--- config.mk ---
export PLATFORM = sky130hd
export DESIGN_NAME = flit_rx_buffer
export DESIGN_NICKNAME = d
export VERILOG_FILES = /design/src/rtl/types.sv /design/src/rtl/flit_rx_buffer.sv
export SDC_FILE = /design/constraint.sdc
export NUM_CORES = 1
export LEC_CHECK = 0
export BUFFER_PORTS_ARGS = -buffer_cell sky130_fd_sc_hd__buf_2
export CORE_ASPECT_RATIO = 1.1
export CORE_MARGIN = 4
export CORE_UTILIZATION = 26
export CTS_CLUSTER_SIZE = 14
export DETAILED_ROUTE_END_ITERATION = 7
export GPL_ROUTABILITY_DRIVEN = 0
export HOLD_SLACK_MARGIN = 0.02
export PLACE_DENSITY = 0.5
export SYNTH_ARGS = -nofsm -noshare
export SYNTH_HDL_FRONTEND = slang
export SYNTH_SLANG_ARGS = --single-unit
export TNS_END_PERCENT = 1
--- constraint.sdc ---
create_clock -name clk -period 18.55 [get_ports clk]
set_input_delay 1.855 -clock clk [delete_from_list [all_inputs] [get_ports clk]]
set_output_delay 1.855 -clock clk [all_outputs]
set_load 0.05 [all_outputs]
--- src/rtl/types.sv ---
// Shared flit types for the link layer: header fields, flit type codes and
// the packed flit carried between checksum stage and receive buffer.
package types;

  typedef enum logic [1:0] {
    NOPE = 2'd0,
    HEAD = 2'd1,
    BODY = 2'd2,
    TAIL = 2'd3
  } flittype_t;

  typedef struct packed {
    flittype_t  flittype;
    logic [3:0] src_id;
    logic [3:0] dst_id;
  } header_t;

  typedef struct packed {
    header_t     header;
    logic [31:0] payload;
    logic [7:0]  checksum;
  } flit_t;

endpackage

--- src/rtl/flit_rx_buffer.sv ---
// Receive buffer after the checksum stage: drops and counts bad flits,
// optionally drops NOPE flits, and queues good flits in a FWFT FIFO.
module flit_rx_buffer #(
  parameter int DEPTH     = 4,
  parameter int CNT_W     = 8,
  parameter bit DROP_NOPE = 1'b0
) (
  input  logic                         clk,
  input  logic                         rst,
  input  types::flit_t                 flit_in,
  input  logic                         checksum_ok,
  input  logic                         flit_in_valid,
  output logic                         flit_in_ready,
  output types::flit_t                 flit_out,
  output logic                         flit_out_valid,
  input  logic                         flit_out_ready,
  output logic [$clog2(DEPTH+1)-1:0]   occupancy,
  output logic                         drop_pulse,
  output logic [CNT_W-1:0]             drop_count
);

  localparam int PTR_W = $clog2(DEPTH);
  localparam int OCC_W = $clog2(DEPTH + 1);
  localparam logic [OCC_W-1:0] OCC_FULL = OCC_W'(DEPTH);
  localparam logic [OCC_W-1:0] OCC_ZERO = {OCC_W{1'b0}};
  localparam logic [OCC_W-1:0] OCC_ONE  = OCC_W'(1);
  localparam logic [PTR_W-1:0] PTR_ONE  = PTR_W'(1);
  localparam logic [CNT_W-1:0] CNT_MAX  = {CNT_W{1'b1}};
  localparam logic [CNT_W-1:0] CNT_ONE  = CNT_W'(1);

  types::flit_t      storage_r [DEPTH];
  logic [PTR_W-1:0]  wr_ptr_r;
  logic [PTR_W-1:0]  rd_ptr_r;
  logic [OCC_W-1:0]  occ_r;
  logic              drop_pulse_r;
  logic [CNT_W-1:0]  drop_count_r;

  logic accept_s;
  logic nope_s;
  logic write_s;
  logic bad_s;
  logic pop_s;

  // Full buffer never accepts, even when a pop happens in the same cycle.
  assign flit_in_ready  = (occ_r != OCC_FULL);
  assign flit_out_valid = (occ_r != OCC_ZERO);
  assign flit_out       = storage_r[rd_ptr_r];
  assign occupancy      = occ_r;
  assign drop_pulse     = drop_pulse_r;
  assign drop_count     = drop_count_r;

  // Classify the flit being accepted this cycle and detect a pop.
  always_comb begin
    accept_s = flit_in_valid && flit_in_ready;
    nope_s   = (flit_in.header.flittype == types::NOPE);
    bad_s    = accept_s && !checksum_ok;
    pop_s    = flit_out_valid && flit_out_ready;
    if (accept_s && checksum_ok) begin
      write_s = !(DROP_NOPE && nope_s);
    end else begin
      write_s = 1'b0;
    end
  end

  // FIFO storage, pointers, occupancy and drop statistics.
  always_ff @(posedge clk or posedge rst) begin
    if (rst) begin
      for (int i = 0; i < DEPTH; i++) begin
        storage_r[i] <= '0;
      end
      wr_ptr_r     <= {PTR_W{1'b0}};
      rd_ptr_r     <= {PTR_W{1'b0}};
      occ_r        <= OCC_ZERO;
      drop_pulse_r <= 1'b0;
      drop_count_r <= {CNT_W{1'b0}};
    end else begin
      if (write_s) begin
        storage_r[wr_ptr_r] <= flit_in;
        wr_ptr_r            <= wr_ptr_r + PTR_ONE;
      end
      if (pop_s) begin
        rd_ptr_r <= rd_ptr_r + PTR_ONE;
      end
      case ({write_s, pop_s})
        2'b10:   occ_r <= occ_r + OCC_ONE;
        2'b01:   occ_r <= occ_r - OCC_ONE;
        default: occ_r <= occ_r;
      endcase
      drop_pulse_r <= bad_s;
      if (bad_s && (drop_count_r != CNT_MAX)) begin
        drop_count_r <= drop_count_r + CNT_ONE;
      end
    end
  end

endmodule
==> results.txt <==
met3 wire length: 1.168 mm
Metal-1 WL: 9.715 mm
CP Class: reg -> out
Remaining Overflow, GRT: 0
Crit Path Max Fanout: 27
post-route setup slack: 13930 ps
status: finished clean
core area: 36170 um2
std cell rows: 73
CTS Buf Count: 25
Critical R2R Launch: occupancy[0]
io pins: 119
DP HPWL: 12.69 mm
Design Area, Final: 11320 um2
Final period util: 0.2493
post-synthesis mux area share: 0.3595
final setup TNS: 0 ps
largest cells by area after synthesis: dfrtp_1 (57%), mux2_2 (20%), mux4_2 (12%)
Worst Tran Pin Value: 982.5 ps
Die Wd: 190.4 um
vias in the first global route: 5856
RSZ-0062 raised after global routing: false
clk root buf: clkbuf_16
highest routed layer: met5
share of post-route cells with drive strength above 1: 0.5578
WL final: 21.19 mm
Post-Synth XOR/XNOR Area: 0.01012
leading area contributor after synthesis: dfrtp_1
# setup viols final: 0
largest family of logic cells by synthesized area: multiplexers
Worst EP required: 16690 ps
Starting Density: 0.2632
clk_skew: 12.32 ps
endpoints failing hold: 0
flops & latches, synth: 216
TritonCTS clock tree: done
H-tree lvl count: 1
Met2 Wirelength: 9.910 mm
CTS Hold Bufs: 0
total track usage: 0.1082
Vias/cell: 4.394
post-place setup slack: 14370 ps
CP Capture Type: output port
first-pass GRT wire length: 34.22 mm
CP Launch Point: rd_ptr_r[0]
Synthesized Nets: 621
Post-CTS Repair Setup Buffers: 0
Layout Nets: 737
largest net degree at the start of global routing: 84
cell count after synthesis: 559
worst skew pair latency: 520 ps
drt pass-1 iters: 4
compound-cell area share of the yosys netlist: 0.001052
placed cell areas: 10480 um2
initial antenna violation count: 1
Die Ht: 208.7 um
Yosys top cell area share: 0.5678
full die area: 39740 um2
total of max-cap violations: 0
Max-slew headroom: 0.3444
n_diodes: 0
Resized Gates After CTS: 0
Final Critical Period: 4625 ps
DR vias: 5180
Area growth syn-to-layout: 18.91%
sequential-to-total area share from yosys stat: 0.5678
post-synth cell types: 28
Hold Path Class: reg -> reg
Remaining DRCs: 0
Achievable Freq: 216.2 MHz
Yosys Warn Count: 0
Slew Viols, Final: 0
post-synthesis simple-gate area fraction: 0.01761
adder-cell area share of the yosys netlist: 0.009989
synthesized area: 9519 um2
most frequent cells in the layout: dfrtp_1 (214), mux2_2 (167), buf_2 (118), mux4_2 (50), mux2_1 (36)
Max clock buf depth: 3
mean post-synth cell area: 17.03 um2
CTS clk-pin slew, worst paths: 60 ps
routed length per instance: 17.97 um
clk sinks: 216
antenna-violating nets left: 0
DRT iter0 DRCs: 96
commonest non-fill, non-tap cell in the layout: dfrtp_1
hold wc startpoint: storage_r[90]
input/output buffers: 118
CP Launch Type: register
worst path arrival time: 2770 ps
## critical path, stage by stage (launching register included)
cell,delay (ps)
dfrtp_4,810
buf_4,590
mux4_2,590
buf_2,230
## per-layer routing
metal | GRT usage | vias up
li1 | - | 2301
met5 | 0 | -
met3 | 0.02873 | 30
met2 | 0.1730 | 103
met4 | 0.02849 | 2
met1 | 0.1465 | 2744
## per-stage QoR
stage	util	hold slack [ps]	cells
after floorplan	-	458.7	559
after global placement	0.2897	468.0	1135
after detailed placement	0.2897	476.8	1135
after CTS	0.3130	489.1	1179
after global routing	0.3130	499.5	1179
final	0.3130	484.5	1179
## path summary, 6_finish.rpt
| path | slack [ps] | depth (start not counted) | endpoint |
|---|---|---|---|
| setup / recovery | 13930 | 3 | flit_out[9] |
| min in group asynchronous | 1440 | 2 | storage_r[158] |
| max in group asynchronous | 15730 | 3 | rd_ptr_r[0] |
| hold / removal | 480 | 1 | storage_r[90] |
| setup reg to reg | 15960 | 4 | storage_r[75] |
| hold reg to reg | 480 | 1 | storage_r[90] |
## synthesized netlist by cell type
library cell / number
and2_1: 1
and3_1: 1
and4_1: 1
buf_2: 6
buf_6: 21
clkbuf_1: 7
dfrtp_1: 216
fa_1: 1
ha_1: 6
inv_1: 8
mux2_1: 36
mux2_2: 167
mux2i_1: 1
mux4_2: 50
nand2_1: 5
nand2_4: 3
nand2b_1: 1
nand3_1: 3
nand3b_1: 1
nor2_1: 2
nor3_1: 4
nor3b_1: 1
nor4_1: 2
o21ai_0: 2
or3_1: 1
or3b_4: 1
xnor2_1: 3
xor2_1: 8
## state kept, by name, summed over array words and instances, names as in the netlist
signal      flops
storage_r     200
drop_count      8
occupancy       3
rd_ptr_r        2
wr_ptr_r        2
drop_pulse      1
## layout make-up
| class | instances | area (um2) |
|---|---|---|
| inverters | 8 | 37.54 |
| clock buffers | 40 | 772.0 |
| well taps | 487 | 609.3 |
| multi-input cells | 301 | 3792 |
| repair buffers | 123 | 628.1 |
| fillers | 3674 | 24850 |
| flip-flops and latches | 216 | 5410 |
| clock inverters | 4 | 70.07 |
## kinds of logic (layout without fill, tap and decap cells)
kind of cell / after synthesis / after routing
muxes: 254 / 254
DFF: 216 / 216
buffers and inverters: 42 / 175
and+or+nand+nor: 27 / 27
xor gates and xnor gates: 11 / 11
adders and majority gates: 7 / 7
AOI/OAI and AO/OA: 2 / 2
Power is left out: the tool's default activity adds up to more than one toggle a clock period on the data nets, which glitch-free logic cannot reach.
